$ cat src/rtl/led_pattern_controller.sv
// LED sequencer: drives the board LEDs from the slide switches in one of four
// modes (pass-through, rotate, count, blink), stepped and loaded by two buttons.
module led_pattern_controller #(
   parameter int unsigned TICK_DIV = 50000000,
   parameter int unsigned WIDTH    = 16
) (
   input  logic             clk,
   input  logic             rst,
   input  logic [WIDTH-1:0] SW,
   input  logic             btn_next,
   input  logic             btn_load,
   output logic [WIDTH-1:0] LED,
   output logic [1:0]       mode
);

   localparam int unsigned PW = $clog2(TICK_DIV);

   typedef enum logic [1:0] {
      MODE_PASS   = 2'd0,
      MODE_ROTATE = 2'd1,
      MODE_COUNT  = 2'd2,
      MODE_BLINK  = 2'd3
   } mode_e;

   mode_e            state_q, state_d;
   logic [PW-1:0]    presc_q, presc_d;
   logic [WIDTH-1:0] pattern_q, pattern_d;
   logic [WIDTH-1:0] cnt_q, cnt_d;
   logic             phase_q, phase_d;
   logic [WIDTH-1:0] led_q, led_d;

   logic [1:0]       next_sync_q, load_sync_q;
   logic             next_prev_q, load_prev_q;
   logic             next_arm_q, load_arm_q;
   logic [1:0]       sync_vld_q;

   logic             tick;
   logic             next_pulse;
   logic             load_pulse;
   logic [WIDTH-1:0] load_pat;

   // Arm flags keep a button held through reset from firing: they only set once
   // the synchronizer holds a real (post-reset) sample showing the button released.
   always_ff @(posedge clk) begin
      if (rst) begin
         next_sync_q <= 2'b00;
         load_sync_q <= 2'b00;
         next_prev_q <= 1'b0;
         load_prev_q <= 1'b0;
         next_arm_q  <= 1'b0;
         load_arm_q  <= 1'b0;
         sync_vld_q  <= 2'b00;
      end else begin
         next_sync_q <= {next_sync_q[0], btn_next};
         load_sync_q <= {load_sync_q[0], btn_load};
         next_prev_q <= next_sync_q[1];
         load_prev_q <= load_sync_q[1];
         sync_vld_q  <= {sync_vld_q[0], 1'b1};
         next_arm_q  <= next_arm_q | (sync_vld_q[1] & ~next_sync_q[1]);
         load_arm_q  <= load_arm_q | (sync_vld_q[1] & ~load_sync_q[1]);
      end
   end

   assign next_pulse = next_sync_q[1] & ~next_prev_q & next_arm_q;
   assign load_pulse = load_sync_q[1] & ~load_prev_q & load_arm_q;

   always_ff @(posedge clk) begin
      if (rst) begin
         state_q   <= MODE_PASS;
         presc_q   <= '0;
         pattern_q <= WIDTH'(1);
         cnt_q     <= '0;
         phase_q   <= 1'b1;
         led_q     <= '0;
      end else begin
         state_q   <= state_d;
         presc_q   <= presc_d;
         pattern_q <= pattern_d;
         cnt_q     <= cnt_d;
         phase_q   <= phase_d;
         led_q     <= led_d;
      end
   end

   assign tick     = (presc_q == PW'(TICK_DIV - 1));
   assign load_pat = (SW == '0) ? WIDTH'(1) : SW;

   // Priority: mode step, then load, then tick.
   always_comb begin
      state_d   = state_q;
      pattern_d = pattern_q;
      cnt_d     = cnt_q;
      phase_d   = phase_q;
      presc_d   = tick ? '0 : presc_q + PW'(1);
      led_d     = '0;

      case (state_q)
         MODE_PASS:   led_d = SW;
         MODE_ROTATE: led_d = pattern_q;
         MODE_COUNT:  led_d = cnt_q;
         MODE_BLINK:  led_d = phase_q ? SW : '0;
         default:     led_d = '0;
      endcase

      if (next_pulse) begin
         presc_d = '0;
         case (state_q)
            MODE_PASS: begin
               state_d   = MODE_ROTATE;
               pattern_d = load_pat;
            end
            MODE_ROTATE: begin
               state_d = MODE_COUNT;
               cnt_d   = '0;
            end
            MODE_COUNT: begin
               state_d = MODE_BLINK;
               phase_d = 1'b1;
            end
            default: state_d = MODE_PASS;
         endcase
      end else if (load_pulse && (state_q == MODE_ROTATE)) begin
         pattern_d = load_pat;
      end else if (load_pulse && (state_q == MODE_COUNT)) begin
         cnt_d = SW;
      end else if (tick) begin
         case (state_q)
            MODE_ROTATE: pattern_d = {pattern_q[WIDTH-2:0], pattern_q[WIDTH-1]};
            MODE_COUNT:  cnt_d     = cnt_q + WIDTH'(1);
            MODE_BLINK:  phase_d   = ~phase_q;
            default:     ;
         endcase
      end
   end

   assign LED  = led_q;
   assign mode = state_q;

endmodule
$ cat config.mk
export PLATFORM = sky130hd
export DESIGN_NAME = led_pattern_controller
export DESIGN_NICKNAME = d
export VERILOG_FILES = /design/src/rtl/led_pattern_controller.sv
export SDC_FILE = /design/constraint.sdc
export NUM_CORES = 1
export LEC_CHECK = 0
export BUFFER_PORTS_ARGS = -buffer_cell sky130_fd_sc_hd__buf_2
export CAP_MARGIN = 0
export CORE_MARGIN = 4
export CORE_UTILIZATION = 54
export CTS_CLUSTER_DIAMETER = 100
export CTS_CLUSTER_SIZE = 40
export DETAILED_ROUTE_END_ITERATION = 16
export PLACE_DENSITY = 0.73
export REMOVE_ABC_BUFFERS = 1
export SLEW_MARGIN = 25
export SYNTH_ARGS = -nofsm -noshare
export SYNTH_HDL_FRONTEND = slang
export SYNTH_SLANG_ARGS = --single-unit
$ cat constraint.sdc
create_clock -name clk -period 1.93 [get_ports clk]
set_clock_uncertainty 0.2 [all_clocks]
set_input_delay 0.2895 -clock clk [delete_from_list [all_inputs] [get_ports clk]]
set_output_delay 0.2895 -clock clk [all_outputs]
set_load 0.005 [all_outputs]
-- Word-level counts from Yosys, hierarchy flattened
Index checks and enable logic that the tools add are counted.
- input bits: 20
- output and inout port bits: 18
- word-level logic and storage cells: 76
- bits in registers: 87
- mux-type cells: 23
- bitwise logic cells: 13
- reductions and logical operators: 14
- $add $sub $neg: 2
- equality and inequality tests: 10
- operator list (operator ; number):
    $mux W16 ; 14
    $pmux W16 S4 ; 1
    $add A26 B1 Y26 const B ; 1
    $eq A26 B26 Y1 const B ; 1
    $add A16 B1 Y16 const B ; 1
    $logic_not A16 Y1 ; 1
    $reduce_bool A3 Y1 ; 4
    $reduce_and A4 Y1 ; 2
    $mux W1 ; 7
    $and A1 B1 Y1 ; 6
    $ne A2 B1 Y1 const B ; 3
    $pmux W2 S3 ; 1
    $not A1 Y1 ; 5
    $reduce_and A5 Y1 ; 1
    $eq A2 B2 Y1 const B ; 2
    $ne A2 B2 Y1 const B ; 2
    $reduce_bool A2 Y1 ; 2
    $ne A3 B3 Y1 const B ; 1
    $reduce_or A3 Y1 ; 1
    $eq A2 B1 Y1 const B ; 1
    $logic_and A1 B1 Y1 ; 2
    $logic_not A2 Y1 ; 1
    $or A1 B1 Y1 ; 2

-- Logic depth before layout (Yosys ltp)
Gate-level depths: netlist of the first run.
- word-level depth: 7
- gate-level depth with buffers: 9

-- Worst setup path before layout of the first run
OpenSTA, ideal clock, no wires.
- path type: reg2reg
- start point: reg state_q[1], in the netlist mode[1]
- end point: reg cnt_q[3]
- stages on the path, launching flop included: 8
- required time: 1610 ps
- path slack: -156 ps
- data arrival time: 1766 ps
- cells stage by stage: dfxtp_1 -> inv_1 -> ha_1 -> nand4bb_1 -> o31ai_1 -> nand2b_1 -> nor2_2 -> a211o_1
- cells in the longest elaborated chain, start to end: 5
- elaborated cells between the ends (all ways): 12
- ends and longest elaborated chain (item ; RTL line ; text):
    from (decl) ; 25 ; mode_e state_q, state_d;
    from (signal assigned) ; 76 ; state_q <= state_d;
    $eq A2 B2 Y1 ; 124, 127 ;
    $logic_and A1 B1 Y1 ; 124 ; end else if (load_pulse && (state_q == MODE_COUNT)) begin
    $mux W16 ; 124 ;
    $mux W16 ; 122 ; end else if (load_pulse && (state_q == MODE_ROTATE)) begin
    $mux W16 ; 105 ; if (next_pulse) begin
    to (signal assigned) ; 79 ; cnt_q <= cnt_d;
    to (decl) ; 28 ; logic [WIDTH-1:0] cnt_q, cnt_d;
Several ways; a longest one is shown, not always the timed one. The select of a mux whose other input is x is not followed.
A chain may end at the register's enable or synchronous reset.

-- Final worst setup path of the first run
- start point: reg presc_q[16]
- end point: reg cnt_q[10]
- cells in the longest elaborated chain, start to end: 3
- ends and longest elaborated chain (item ; RTL line ; text):
    from (decl) ; 26 ; logic [PW-1:0] presc_q, presc_d;
    from (signal assigned) ; 77 ; presc_q <= presc_d;
    $eq A26 B26 Y1 ; 85 ; assign tick = (presc_q == PW'(TICK_DIV - 1));
    $reduce_bool A3 Y1 (no line) ; -- ;
    $reduce_and A4 Y1 (no line) ; -- ;
Every way passes these cells.

==> results of run 1 <==
==> critical path, delay by kind of cell (launching register included) <==
family | cells | cell delay, ps
AOI/OAI and AO/OA | 2 | 250
buffers and inverters | 2 | 360
DFF | 1 | 380
and+or+nand+nor | 3 | 710
==> synth_stat cells (all sizes together), types with 2 or more instances <==
cell	number
dfxtp	87
nor2	84
nand2	30
a21oi	24
nand3	20
xnor2	20
mux2i	19
buf	18
a22oi	17
clkbuf	17
a211oi	16
a221oi	16
nor3	15
inv	14
nand4	13
and3	9
and4	8
ha	7
nor4	7
o21ai	7
xor2	7
nor2b	6
o22ai	6
a211o	5
a22o	4
and2	4
a21o	3
nand4b	3
o31ai	3
o41ai	3
a32o	2
and3b	2
nand3b	2
nor4b	2
o211ai	2
o21a	2
or3	2
==> registers in the layout, indices dropped and copies added (netlist names) <==
name and count:
LED 16, cnt_q 16, load_arm_q 1, load_prev_q 1
load_sync_q 2, mode 2, next_arm_q 1, next_prev_q 1
next_sync_q 2, pattern_q 16, phase_q 1, presc_q 26
sync_vld_q 2
==> area by class of cell <==
type,instances,area (µm²),share of cell area [%]
Timing Repair Buffer,139,1030,17.6
Tap cell,102,128,2.19
Sequential cell,87,1760,30.2
Clock buffer,10,138,2.36
Inverter,15,56.3,0.964
Multi-Input combinational cell,383,2670,45.7
Clock inverter,5,58.8,1.01
==> placed cells by master (no fill, tap or decap), types with 4 or more instances in the layout <==
| cell type | instances |
|---|---|
| xor2_1 | 7 |
| nand2_1 | 29 |
| o22ai_1 | 6 |
| buf_4 | 92 |
| a211oi_1 | 14 |
| dfxtp_1 | 72 |
| nand4_1 | 12 |
| nor3_1 | 12 |
| a22oi_1 | 17 |
| dfxtp_2 | 14 |
| a221oi_1 | 16 |
| nor2_1 | 79 |
| a22o_1 | 4 |
| a21oi_1 | 24 |
| inv_1 | 13 |
| clkbuf_8 | 10 |
| and3_1 | 8 |
| buf_12 | 5 |
| mux2i_1 | 18 |
| buf_2 | 37 |
| nor2_2 | 4 |
| nor2b_1 | 6 |
| nand3_1 | 17 |
| a211o_1 | 5 |
| xnor2_1 | 20 |
| o21ai_0 | 5 |
==> routing by layer <==
layer / share of wire (%) / up-vias / routed length [µm] / global-route usage, %
met2: 47 / 240 / 6120 / 42.5
met1: 42 / 2166 / 5440 / 34.2
met4: 3.2 / 0 / 421 / 11.4
met5: 0 / - / 0 / 0
li1: - / 2124 / - / -
met3: 8.1 / 44 / 1060 / 5.24
==> where the power goes <==
part           switching [mW]  leakage (nW)  internal [mW]
Combinational           0.137          1.41          0.105
Sequential             0.0240         0.716           1.83
Clock                   0.683        0.0944          0.626
==> metrics by stage <==
stage               std cells  power [mW]  setup WS [ps]
floorplan                 485        1.99           -517
global placement          707        2.12          -81.1
detailed placement        707        2.13           -175
CTS                       731        3.42          -29.4
global route              741        3.53           -106
finish                    741        3.41          -15.1
==> timing repair <==
item | CTS | global route
hold buffers | 2 | 0
pin swaps | 4 | 21
endpoints found under the setup margin | 37 | 59
resized for setup | 24 | 42
endpoints found under the hold margin | 2 | 0
buffers inserted | 7 | 10
==> how the worst max path moves through the flow <==
| stage | end | slack [ps] | depth (start not counted) |
|---|---|---|---|
| finish | cnt_q[10]$_SDFFE_PP0P_ | -20 | 7 |
| global placement | cnt_q[12]$_SDFFE_PP0P_ | -80 | 7 |
| detailed placement | cnt_q[3]$_SDFFE_PP0P_ | -180 | 7 |
| CTS | presc_q[20]$_SDFF_PP0_ | -30 | 6 |
| global route | cnt_q[15]$_SDFFE_PP0P_ | -110 | 7 |
| floorplan | cnt_q[3]$_SDFFE_PP0P_ | -520 | 6 |
==> cells by family (layout without fill, tap and decap cells) <==
family          after synthesis  count (layout)  share of synthesized area (%)
simple gates                213             213                           24.7
compound gates              117             117                           19.4
mux                          19              19                           4.29
buf+inv                      50             169                           5.00
flops                        87              87                           39.3
fa+ha+maj                     7               7                           1.98
xor+xnor                     27              27                           5.34
==> metrics.md, run 1 <==
| Metric | Value |
|---|---|
| Outcome | `complete, but fails checks` |
| Failing checks | `negative setup slack` |
| Largest net degree at the start of global routing | `38` |
| CP Max Fanout | `4` |
| Routed vias | `4574` |
| CP cell instances | `nor4_4 -> nand4_1 -> buf_4 -> nor3_1 -> buf_4 -> a32o_1 -> a21o_1` |
| Worst EP required | `2050 ps` |
| Detailed Place HPWL | `8930 µm` |
| Cell area after layout | `5840 µm²` |
| R2R Path End | `cnt_q[10]$_SDFFE_PP0P_` |
| Htree depth | `3` |
| Async S/R FF share, synth | `0%` |
| I/O Buffers | `37` |
| Total grt overflow | `0` |
| Ant diodes | `0` |
| Layout cells sized above 1 | `33.8%` |
| Die X | `98.6 µm` |
| Overall Global Routing Usage | `26.3%` |
| Vias per inst | `6.17` |
| Yosys cell types | `62` |
| Hold path depth | `3` |
| Predominant post-synthesis flop cell | `dfxtp_1` |
| Number of global-route vias before repair | `4324` |
| Post-layout util | `74.4%` |
| Cells after synthesis | `520` |
| Fin crit period | `1950 ps` |
| # nets final | `662` |
| Top area cells in the synthesized netlist | `dfxtp_1, nor2_1, mux2i_1` |
| Clk_lat worst skew | `370 ps` |
| Final setup TNS | `-15.1 ps` |
| First-pass GRT wire length | `21100 µm` |
| Peak supply drop | `456 µV` |
| Mapped Avg Cell Area | `8.52 µm²` |
| Period utilization | `101%` |
| WL per Instance | `17.6 µm` |
| Syn Std Cell Area | `4430 µm²` |
| DIE HEIGHT | `98.6 µm` |
| Hold Startpoint | `SW[5]` |
| GPL Wtd Cong | `1.01` |
| Worst Path Class, Setup | `reg2reg` |
| Reg clk slew, reported paths | `100 ps` |
| Core ar. | `7850 µm²` |
| Placed inst area | `5260 µm²` |
| Worst-case clock buffer depth | `2` |
| Min Hold Slack | `11.4 ps` |
| RSZ-0062 raised after global routing | `true` |
| Lkg Pwr | `2.22 nW` |
| CTS Buf Count | `9` |
| Final antenna-violating net count | `0` |
| Pwr dens | `584 nW/µm²` |
| Setup-failing EPs final | `1` |
| Worst Setup End Kind | `register` |
| Initial core utilization | `56.5%` |
| Worst setup margin | `-15.1 ps` |
| Crit path from | `presc_q[16]$_SDFF_PP0_` |
| Drc violations | `0` |
| Antenna violations before repair | `0` |
| Reg2reg setup slack | `-20 ps` |
| CP peak stage delay | `380 ps` |
| Synthesized flop and latch total | `87` |
| Peak Freq | `0.514 GHz` |
| Most used cell, CP | `buf_4` |
| IO Pins | `38` |
| CTS root buf | `clkbuf_8` |
| Worst slew pin tran | `390 ps` |
| Sequential-to-total area share from yosys stat | `39.3%` |
| Synth-to-Final Area Change | `31.8%` |
| Rows | `32` |
| DIE AREA | `9720 µm²` |
| CTS tree | `done` |
| Initial DRT Pass Iterations | `5` |
| Starting DRT DRC Count | `326` |
| Warnings from Yosys | `0` |
| Final wirelength | `13000 µm` |
| Worst min path class | `in2reg` |
| Hold Vio Cnt, Final | `0` |
| Hold endpoint | `LED[5]$_SDFF_PP0_` |
| Rel. slew slack | `74.0%` |
| Reg2reg path depth | `7` |
| CP arrival | `2060 ps` |
| FF-to-FF Start | `presc_q[16]$_SDFF_PP0_` |
| Synth top area share | `39.3%` |
| Slowest-stage cell, CP | `dfxtp_1` |
| Number of flops mapped to enable cells by yosys | `0` |
| Critical Path Source Type | `register` |
| Clk sinks | `87` |
| Area leader, netlist | `dfxtp_1` |
| Slew Viols, Final | `0` |
| Max-cap violations | `0` |
| Fillers | `602` |
Power figures use the tool's default switching activity.
==> run 2: changes to the inputs <==
==> constraint.sdc (replaced) <==
create_clock -name clk -period 1.93 [get_ports clk]
set_clock_uncertainty 0.2 [all_clocks]
set_input_delay 0.386 -clock clk [delete_from_list [all_inputs] [get_ports clk]]
set_output_delay 0.386 -clock clk [all_outputs]
set_load 0.005 [all_outputs]
==> run 2 against run 1 <==
  * First-iteration DRC count grew 41%
  * Wire length rose by 6.9%
  * Critical endpoint is now cnt_q[12]$_SDFFE_PP0P_
  * Non-clock buffer count fell by 1
  * Combinational power increased by 6%
  * Global-route usage rose by 0.94 points
  * Worst setup slack lost 19 ps
  * Sequential power is essentially flat
  * Sequential share of layout area fell by 0.80 points
  * The flow still finishes with violations (negative setup slack)
==> metrics.md, run 2 (synthesized netlist as in run 1, its figures left out) <==
| Metric | Value |
|---|---|
| WL per Instance | `18.8 µm (+6.9%)` |
| Rows | `32 (unchanged)` |
| GPL Wtd Cong | `1.01 (+0.29%)` |
| Die X | `98.6 µm (unchanged)` |
| Placed insts | `707 (unchanged)` |
| Post-layout util | `76.7% (+2.2 points)` |
| FF-to-FF Start | `cnt_q[0]$_SDFFE_PP0P_` |
| Hold endpoint | `next_sync_q[0]$_SDFF_PP0_` |
| Worst EP required | `2030 ps (-20 ps)` |
| DIE HEIGHT | `98.6 µm (unchanged)` |
| CP Max Fanout | `4 (unchanged)` |
| Clk_lat worst skew | `360 ps (about the same)` |
| R2R Path End | `cnt_q[12]$_SDFFE_PP0P_` |
| Placed inst area | `5280 µm² (+0.24%)` |
| Power share of the clock group | `42.1% (+3.7 points)` |
| Reg clk slew, reported paths | `90 ps (about the same)` |
| Min Hold Slack | `41.6 ps (+30.2 ps)` |
| Setup-failing EPs final | `1 (unchanged)` |
| Period utilization | `102% (+1.0 points)` |
| Worst Path Class, Setup | `reg2reg` |
| Hold path depth | `2 (-1)` |
| Largest Register | `presc_q` |
| Detailed Place HPWL | `8870 µm (-0.66%)` |
| RSZ-0062 raised after global routing | `true` |
| Fin crit period | `1960 ps (+19.3 ps)` |
| Fillers | `563 (-6.5%)` |
| Worst slew pin tran | `387 ps (-3.18 ps)` |
| CP arrival | `2070 ps (about the same)` |
| Rel. slew slack | `74.0% (about the same)` |
| Lkg Pwr | `2.31 nW (+4.1%)` |
| Gate power share | `7.0% (about the same)` |
| Overall Global Routing Usage | `27.3% (+0.94 points)` |
| Int Pwr | `2.80 mW (+9.3%)` |
| Outcome | `complete, but fails checks` |
| Routed vias | `4659 (+1.9%)` |
| Cell area after layout | `6020 µm² (+3.0%)` |
| Synth-to-Final Area Change | `35.8%` |
| Worst Setup End Kind | `register` |
| Sw Share | `23.3% (-1.5 points)` |
| First-pass GRT wire length | `21800 µm (+3.3%)` |
| Drc violations | `0 (unchanged)` |
| Reg2reg path depth | `6 (-1)` |
| Core ar. | `7850 µm² (unchanged)` |
| Failing checks | `negative setup slack` |
| Total Power | `3.66 mW (+7.2%)` |
| Number of global-route vias before repair | `4442 (+2.7%)` |
| Final wirelength | `13900 µm (+6.9%)` |
| Max-cap violations | `0 (unchanged)` |
| Register area | `1770 µm² (+0.28%)` |
| Worst min path class | `in2reg` |
| Number of flip-flops in the largest register | `26 (unchanged)` |
| Reg2reg setup slack | `-30 ps (-20 ps)` |
| Htree depth | `3 (unchanged)` |
| Finished Layout Cells | `741 (unchanged)` |
| Peak supply drop | `417 µV (-8.6%)` |
| Worst setup margin | `-34.5 ps (-19.3 ps)` |
| Clk sinks | `87 (unchanged)` |
| Sw Pwr | `0.851 mW (+0.80%)` |
| Pwr dens | `608 nW/µm² (+4.0%)` |
| Starting DRT DRC Count | `459 (+41%)` |
| Hold Startpoint | `btn_next` |
| Layout cells sized above 1 | `35.2% (+1.4 points)` |
| Crit path from | `cnt_q[0]$_SDFFE_PP0P_` |
| Hold buffers post-CTS | `0 (-2)` |
| Peak Freq | `0.509 GHz (-0.98%)` |
| Critical Path Source Type | `register` |
| Antenna violations before repair | `0 (unchanged)` |
| DIE AREA | `9720 µm² (unchanged)` |
| Final antenna-violating net count | `0 (unchanged)` |
| CTS tree | `done` |
| IO Pins | `38 (unchanged)` |
| Worst-case clock buffer depth | `2 (unchanged)` |
| CTS Buf Count | `9 (unchanged)` |
| Multi-input gate area | `2770 µm² (+3.7%)` |
| I/O Buffers | `37 (unchanged)` |
| Hold Vio Cnt, Final | `0 (unchanged)` |
| Most frequent cells in the layout | `buf_4, nor2_1, dfxtp_1` |
| Total grt overflow | `0 (unchanged)` |
| Initial DRT Pass Iterations | `8 (+3)` |
| Flop pwr share | `50.9% (-3.6 points)` |
| Most common cell after layout, fill and taps aside | `buf_4` |
| CTS root buf | `clkbuf_8` |
| Slew Viols, Final | `0 (unchanged)` |
| Largest net degree at the start of global routing | `47 (+24%)` |
| Vias per inst | `6.29 (+1.9%)` |
| Initial core utilization | `56.5% (unchanged)` |
| Ant diodes | `0 (unchanged)` |
| # nets final | `661 (-0.15%)` |
## run 2: metal layers
metal / GRT usage (%) / up-vias / wire length [µm]
met5: 0 / - / 0
met4: 11.1 / 0 / 539
met3: 4.88 / 56 / 1120
met2: 45.6 / 247 / 6540
met1: 34.8 / 2225 / 5750
li1: - / 2131 / -
## run 2: what timing repair did
action                                  in CTS  in global routing
gates resized for setup                     33                 55
setup buffers                               10                  7
pin swaps                                   11                 21
endpoints found under the setup margin      34                 72
endpoints found under the hold margin        0                  0
cloned                                       0                  1
## run 2: worst max-delay path, stage by stage (launching register included)
cell and delay (ps):
dfxtp_2 380, ha_1 200, nand3_2 170, nor3_4 170, or3b_2 470, a21oi_1 210, a211o_1 130
## run 2: worst max path at each step
| stage | to | slack [ps] | cells past startpoint |
|---|---|---|---|
| finish | cnt_q[12]$_SDFFE_PP0P_ | -30 | 6 |
| floorplan | cnt_q[3]$_SDFFE_PP0P_ | -520 | 6 |
| CTS | pattern_q[13]$_SDFFE_PP0P_ | -2 | 6 |
| global placement | cnt_q[12]$_SDFFE_PP0P_ | -90 | 7 |
| global route | pattern_q[10]$_SDFFE_PP0P_ | -120 | 6 |
| detailed placement | cnt_q[3]$_SDFFE_PP0P_ | -140 | 7 |
## run 2: power by group through the flow
stage	Clock (mW)	Combinational, mW	Sequential (mW)
CTS	1.54	0.241	1.86
detailed placement	0	0.233	1.90
global placement	0	0.228	1.90
floorplan	0	0.0945	1.90
global route	1.60	0.278	1.86
finish	1.54	0.256	1.86
## run 2: per-stage QoR
stage          setup TNS [ps]  setup slack, ps
2_1_floorplan          -10720             -517
3_3_place_gp             -651            -89.5
3_5_place_dp            -2100             -145
4_1_cts                 -2.39            -2.39
5_1_grt                 -2280             -123
6_report                -34.5            -34.5
## run 2: cell type report
type / count / area share [%]
Timing Repair Buffer: 138 / 17.7
Sequential cell: 87 / 29.4
Multi-Input combinational cell: 383 / 46.0
Tap cell: 102 / 2.12
Clock buffer: 10 / 2.12
Inverter: 15 / 0.936
Clock inverter: 6 / 1.81
